--- src/rtl/left_shift_seq.sv ---
// ---------------------------------------------------------------------------
// left_shift_seq
//
// Purpose:
//   Sequential front-end for a 4-bit combinational left_shift stage.
//   That stage shifts by 0-3 positions per pass. This block accepts one
//   request over a valid/ready handshake. It then splits the total shift
//   amount into passes of at most 3 and drives the stage once per cycle,
//   registering each partial result. When all passes are done it presents:
//     - the final value,
//     - the carry of the last pass,
//     - a sticky overflow flag, which is set if any 1-bit was lost.
//
// Parameters:
//   AMT_W      width of req_amt; maximum total shift is 2^AMT_W-1
//
// Ports:
//   clk        rising-edge clock
//   rst        synchronous reset, active-high
//   req_valid  request present
//   req_ready  block can accept a request (IDLE only, low during reset)
//   req_data   4-bit operand
//   req_amt    total left-shift amount
//   sh_in      operand for the external stage (current partial result)
//   sh_k       shift amount for this pass (0 outside SHIFT)
//   sh_out     shifted value returned by the external stage
//   sh_carry   last bit shifted out by the external stage this pass
//   rsp_valid  result present
//   rsp_ready  consumer accepts result
//   rsp_data   final shifted value
//   rsp_carry  carry of the final pass (0 when the amount was 0)
//   rsp_ovf    1 if any 1-bit was shifted out across all passes
//   busy       high whenever the block is not IDLE
// ---------------------------------------------------------------------------
module left_shift_seq #(
  parameter int AMT_W = 4
) (
  input  logic             clk,
  input  logic             rst,
  input  logic             req_valid,
  output logic             req_ready,
  input  logic [3:0]       req_data,
  input  logic [AMT_W-1:0] req_amt,
  output logic [3:0]       sh_in,
  output logic [1:0]       sh_k,
  input  logic [3:0]       sh_out,
  input  logic             sh_carry,
  output logic             rsp_valid,
  input  logic             rsp_ready,
  output logic [3:0]       rsp_data,
  output logic             rsp_carry,
  output logic             rsp_ovf,
  output logic             busy
);

  typedef enum logic [1:0] {
    IDLE  = 2'd0,
    SHIFT = 2'd1,
    DONE  = 2'd2
  } state_t;

  state_t           r_state;
  state_t           w_nextState;

  logic [3:0]       r_data;
  logic [AMT_W-1:0] r_rem;
  logic             r_carry;
  logic             r_ovf;

  logic [1:0]       w_k;
  logic [AMT_W-1:0] w_remNext;
  logic [3:0]       w_lost;
  logic             w_accept;

  // Per-pass shift amount and the bits this pass pushes out of the top.
  // The amount is capped at 3 because the stage cannot shift further.
  // Because w_k never exceeds r_rem, the remaining count cannot underflow.
  // The lost bits are data >> (4-k). When k is 0 this is a shift by 4,
  // which yields 0, so passes that shift nothing never flag an overflow.
  always_comb begin
    w_k = 2'd0;
    if (r_state == SHIFT) begin
      w_k = (r_rem >= AMT_W'(3)) ? 2'd3 : r_rem[1:0];
    end
    w_remNext = r_rem - AMT_W'(w_k);
    w_lost    = r_data >> (3'd4 - {1'b0, w_k});
  end

  // State register. Reset abandons any transaction in flight and no
  // response is ever produced for it.
  always_ff @(posedge clk) begin
    if (rst) begin
      r_state <= IDLE;
    end else begin
      r_state <= w_nextState;
    end
  end

  // Next-state and handshake outputs.
  // A zero amount skips SHIFT entirely and goes straight to DONE.
  // req_ready is only raised in IDLE. The response handshake therefore
  // returns to IDLE first, so a new request cannot be taken in that cycle.
  always_comb begin
    w_nextState = r_state;
    req_ready   = 1'b0;
    rsp_valid   = 1'b0;
    busy        = 1'b1;
    w_accept    = 1'b0;
    case (r_state)
      IDLE: begin
        busy      = 1'b0;
        req_ready = ~rst;
        w_accept  = req_valid & ~rst;
        if (w_accept) begin
          w_nextState = (req_amt != '0) ? SHIFT : DONE;
        end
      end
      SHIFT: begin
        if (w_remNext == '0) begin
          w_nextState = DONE;
        end
      end
      DONE: begin
        rsp_valid = 1'b1;
        if (rsp_ready) begin
          w_nextState = IDLE;
        end
      end
      default: begin
        w_nextState = IDLE;
      end
    endcase
  end

  // Datapath registers.
  // A request is captured on the accept edge. After that, each SHIFT cycle
  // replaces the partial result with the stage's output. The overflow flag
  // is computed from our own view of the lost bits, not from sh_carry.
  // sh_carry only reports a single bit, whereas a 3-bit shift can lose
  // up to three bits.
  always_ff @(posedge clk) begin
    if (rst) begin
      r_data  <= 4'd0;
      r_rem   <= '0;
      r_carry <= 1'b0;
      r_ovf   <= 1'b0;
    end else if (w_accept) begin
      r_data  <= req_data;
      r_rem   <= req_amt;
      r_carry <= 1'b0;
      r_ovf   <= 1'b0;
    end else if (r_state == SHIFT) begin
      r_data  <= sh_out;
      r_rem   <= w_remNext;
      r_carry <= sh_carry;
      r_ovf   <= r_ovf | (|w_lost);
    end
  end

  assign sh_in     = r_data;
  assign sh_k      = w_k;
  assign rsp_data  = r_data;
  assign rsp_carry = r_carry;
  assign rsp_ovf   = r_ovf;

endmodule
--- config.mk ---
export PLATFORM = sky130hd
export DESIGN_NAME = left_shift_seq
export DESIGN_NICKNAME = d
export VERILOG_FILES = /design/src/rtl/left_shift_seq.sv
export SDC_FILE = /design/constraint.sdc
export NUM_CORES = 1
export LEC_CHECK = 0
export CAP_MARGIN = 10
export CORE_MARGIN = 3
export CORE_UTILIZATION = 49
export CTS_BUF_LIST = sky130_fd_sc_hd__clkbuf_4
export DETAILED_ROUTE_END_ITERATION = 16
export DONT_BUFFER_PORTS = 1
export HOLD_SLACK_MARGIN = 0.1
export MAX_ROUTING_LAYER = met4
export SLEW_MARGIN = 30
export SYNTH_ARGS = -nofsm -noshare
export SYNTH_HDL_FRONTEND = slang
export SYNTH_SLANG_ARGS = --single-unit
--- constraint.sdc ---
create_clock -name clk -period 2.5 [get_ports clk]
set_input_delay 0.5 -clock clk [delete_from_list [all_inputs] [get_ports clk]]
set_output_delay 0.5 -clock clk [all_outputs]
set_load 0.005 [all_outputs]
### Word level (Yosys, flattened, before mapping)

Index checks and enable logic that the tools add are counted.
W data, S select, Z words.

* flip-flop bits (word level): 12
* output and inout bits: 15
* word-level logic and storage cells: 39

* add/sub/neg operators: 2
* order comparisons: 1
* eq/ne operators: 5
* shifts and indexed selects: 1
* mux-type cells: 15
* bitwise operators: 3
* reduce and logical (&&, ||, !) cells: 7

Operators by type and width (count)
* $mux W4: 4
* $mux W2: 6
* $pmux W2 S3: 1
* $ge A4 B2 Y1 const B: 1
* $logic_not A4 Y1: 1
* $mux W1: 4
* $ne A2 B2 Y1 const B: 2
* $reduce_bool A4 Y1: 1
* $reduce_or A4 Y1: 1
* $shr A4 B3 Y4: 1
* $sub A4 B2 Y4: 1
* $reduce_and A3 Y1: 1
* $sub A3 B2 Y3 const A: 1
* $eq A2 B1 Y1 const B: 1
* $eq A2 B2 Y1 const B: 1
* $logic_not A2 Y1: 1
* $ne A2 B1 Y1 const B: 1
* $reduce_bool A2 Y1: 1
* $reduce_or A2 Y1: 1
* $and A1 B1 Y1: 1
* $not A1 Y1: 1
* $or A1 B1 Y1: 1

### Depth between registers and ports, before layout

* depth in word-level cells: 7
* depth in mapped cells: 11
* depth with buffers taken out: 9

### Worst setup path before layout

OpenSTA, ideal clock, no wires.

* kind: register to register
* start point: register r_state[0]
* end point: register r_state[1]
* setup time: 0.092 ns
* arrival time: 2.218 ns
* required time: 2.408 ns
* slack: 0.190 ns
* cell stages (with the launch flop): 12
* path through: dfxtp_1 > buf_2 > nor2b_1 > buf_2 > nand2b_1 > inv_1 > ha_1 > fa_1 > xnor2_1 > nand3_1 > or4_1 > o32ai_1

* longest elaborated chain between the ends: 6
* elaborated cells on any way between the ends: 11
* classes of those cells: 1 x add/sub; 5 x eq/ne; 2 x mux; 3 x reduce/logical

Ends and longest elaborated chain
* start: declaration: line 62 `state_t r_state;`
* start signal: assignment: line 95 `r_state <= w_nextState;`
* $eq A2 B1 Y1: line 82 `if (r_state == SHIFT) begin`
* $mux W2: line 82
* named net sh_k[0]: line 45 `output logic [1:0] sh_k,`
* $sub A4 B2 Y4: line 85 `w_remNext = r_rem - AMT_W'(w_k);`
* $logic_not A4 Y1: line 119 `if (w_remNext == '0) begin`
* $ne A2 B1 Y1 (no source line)
* $reduce_and A3 Y1 (no source line)

The timed path passes the listed nets, and every way through them passes these cells.
A chain may end at the register's enable or synchronous reset.

### Worst setup path after layout

* start point: register r_rem[3]
* end point: register r_state[1]

* longest elaborated chain between the ends: 7

Ends and longest elaborated chain
* start: declaration: line 66 `logic [AMT_W-1:0] r_rem;`
* start signal: assignment: line 149 `r_rem <= req_amt;`
* start signal: assignment: line 154 `r_rem <= w_remNext;`
* $ge A4 B2 Y1: line 83 `w_k = (r_rem >= AMT_W'(3)) ? 2'd3 : r_rem[1:0];`
* $mux W2: line 83
* $mux W2: line 82
* $sub A4 B2 Y4 *: line 85
* $logic_not A4 Y1 *: line 119
* $ne A2 B1 Y1 (no source line) *
* $reduce_and A3 Y1 (no source line) *

Mark *: on every way between the ends. The rest lies on a longest branch, timed or not.

==> run summary <==
status -> finished clean
final net count -> 121
Pwr per Cell Area -> 1090 nW/µm²
diode count -> 0
Final period util -> 0.922
number of global-route vias before repair -> 631
CTS Sinks -> 12
clock power share -> 0.137
clock slew at reported path FFs -> 80 ps
worst hold slack -> 289 ps
worst vdd ir -> 0.480 mV
CP max FO -> 5
Synth Register Bits -> 12
final hold vios -> 0
initial antenna violation count -> 0
sequential share of power -> 0.325
global route overflow -> 0
Max H-tree Level -> 1
fin crit period -> 2310 ps
Switching Fraction -> 0.420
Vias/cell -> 5.99
initial DRC count -> 18
most frequent cell after synthesis -> dfxtp_1
CP Capture Point -> r_state[1]
post-synthesis async set-or-reset flop share -> 0
Root Driver -> clkbuf_4
final WL -> 1760 µm
number of port buffers -> 0
crit-path leading delay family -> simple AND/OR/NAND/NOR gates
FF-to-FF setup slack -> 190 ps
Post-synth EDFFs -> 0
Initial Utilization -> 0.555
# rows -> 13
Leak -> 0.337 nW
r2r startpoint -> r_rem[3]
Comb power frac -> 0.538
GPL Wtd Cong -> 0.881
max cap viols -> 0
clock skew -> 3.36 ps
core area -> 1400 µm²
Worst Setup Start Kind -> flip-flop
share of post-route cells with drive strength above 1 -> 0.141
Critical Path RT -> 2680 ps
crit-path max cell delay -> 420 ps
Psw -> 377 µW
Die ar. -> 2100 µm²
ys flop type -> dfxtp_1
synth warn -> 0
stages on the worst setup path -> 9
hpwl dp -> 1320 µm
top post-synthesis cells by count -> dfxtp_1, nor2_1, inv_1
terminus of the critical flop-to-flop path -> r_state[1]
Synth Cell Area -> 776 µm²
Yosys cell types -> 36
total CTS buffers -> 3
Top-Level Pins -> 32
pin count of the biggest net entering global routing -> 16
reg2reg path depth -> 9
post-route ant nets -> 0
Worst Tran Pin Value -> 605 ps
leading area contributor after synthesis -> dfxtp_1
top cell type's share of synthesized area -> 0.310
Synth area leaders -> dfxtp_1, nor2_1, a21oi_1
CP Launch Point -> r_rem[3]
sequential share of the synthesized area -> 0.310
clk_lat worst skew -> 270 ps
total power draw -> 897 µW
Internal Power -> 520 µW
WL/cell -> 15.5 µm
vias -> 683
WHS Path Cells -> 1
# hold bufs at CTS -> 0
CTS tree -> built
Worst EP arrival -> 2490 ps
die height -> 45.8 µm
syn_area_per_cell -> 8.08 µm²
kind of critical path -> reg -> reg
Tot GR Track Use -> 0.192
CTS max path bufs -> 2
Slowest cell on crit path -> fa_1
Min-Delay Startpoint -> rst
P&R area growth vs syn -> 6.13%
final slew viol count -> 0
first-pass GRT wire length -> 2770 µm
crit-path cells -> nor3_2 -> nand2b_1 -> inv_1 -> ha_1 -> fa_1 -> xnor2_1 -> nand3_1 -> or4_1 -> o32ai_1
critical path endpoint category -> flip-flop
gate count of the mapped netlist -> 96
drt pass-1 iters -> 4
die span in x -> 45.8 µm
Buf+Inv Stages, Crit Path -> 1
max_slew headroom -> 0.595
Hold Crit Class -> in -> reg
f_max -> 0.434 GHz
DRC -> 0
syn_nets -> 117
Finish-stage setup viols -> 0
[cell type report]
cell class | count | area (µm²)
Inverter | 9 | 33.8
Clock buffer | 3 | 22.5
Sequential cell | 12 | 240
Clock inverter | 1 | 3.75
Multi-Input combinational cell | 67 | 452
Tap cell | 15 | 18.8
Fill cell | 145 | 576
Timing Repair Buffer | 7 | 52.6
[layer usage]
metal | vias to the layer above | track usage | wire [µm]
met3 | 2 | 0.0711 | 176
li1 | 344 | - | -
met1 | 311 | 0.255 | 754
met2 | 26 | 0.273 | 820
met4 | 0 | 0.0511 | 11
met5 | - | - | 0
[cell families after synthesis]
kind of cell,Yosys count,share of synthesized area
AND/OR/NAND/NOR,33,0.235
XOR/XNOR,2,0.0226
AO/OA/AOI/OAI,28,0.244
flip-flops,12,0.310
buffers and inverters,17,0.115
adder cells (fa/ha/maj),4,0.0742
[layout by cell type (no fill, tap or decap), types with 2 or more instances in the layout]
master    netlist  final
a21oi_1         8      8
clkbuf_4        0      3
nand2_1         7      7
inv_1           9      9
ha_1            3      3
nor2_1         11     11
nor2b_1         2      2
xnor2_1         2      2
nand2b_1        4      4
a221oi_1        2      2
a22oi_1         4      4
o21a_1          2      2
buf_4           4      7
dfxtp_1        12     12
o21ai_0         2      2
[worst min-delay path by stage]
stage / end
floorplan: rsp_ovf
global placement: rsp_ovf
detailed placement: rsp_ovf
CTS: r_rem[2]
global route: rsp_data[1]
finish: rsp_data[2]
[what timing repair did]
| action | 4_1_cts | 5_1_grt |
|---|---|---|
| setup endpoints to repair | 0 | 1 |
| gates resized for setup | 0 | 1 |
| setup buffers | 0 | 1 |
[metrics by stage]
step / utilization / worst slack [ps] / instance area, µm² / TNS, ps / std cells
after floorplan: - / 190 / 776 / 0 / 96
after global placement: 0.561 / 251 / 785 / 0 / 109
after detailed placement: 0.561 / 164 / 785 / 0 / 109
after CTS: 0.580 / 139 / 811 / 0 / 113
after global routing: 0.589 / -5.91 / 823 / -5.91 / 114
final: 0.589 / 195 / 823 / 0 / 114
[registers in the layout, summed over array words and instances, names as in the netlist]
| signal | count |
|---|---|
| r_rem | 4 |
| r_state | 2 |
| rsp_data | 4 |
| rsp_carry | 1 |
| rsp_ovf | 1 |
[power by group through the flow]
stage          Sequential (mW)  Combinational, mW  Clock [mW]
2_1_floorplan            0.277              0.401           0
3_3_place_gp             0.293              0.470           0
3_5_place_dp             0.293              0.471           0
4_1_cts                  0.289              0.473       0.131
5_1_grt                  0.300              0.552       0.138
6_report                 0.292              0.482       0.123
(Power assumes the default switching activity.)
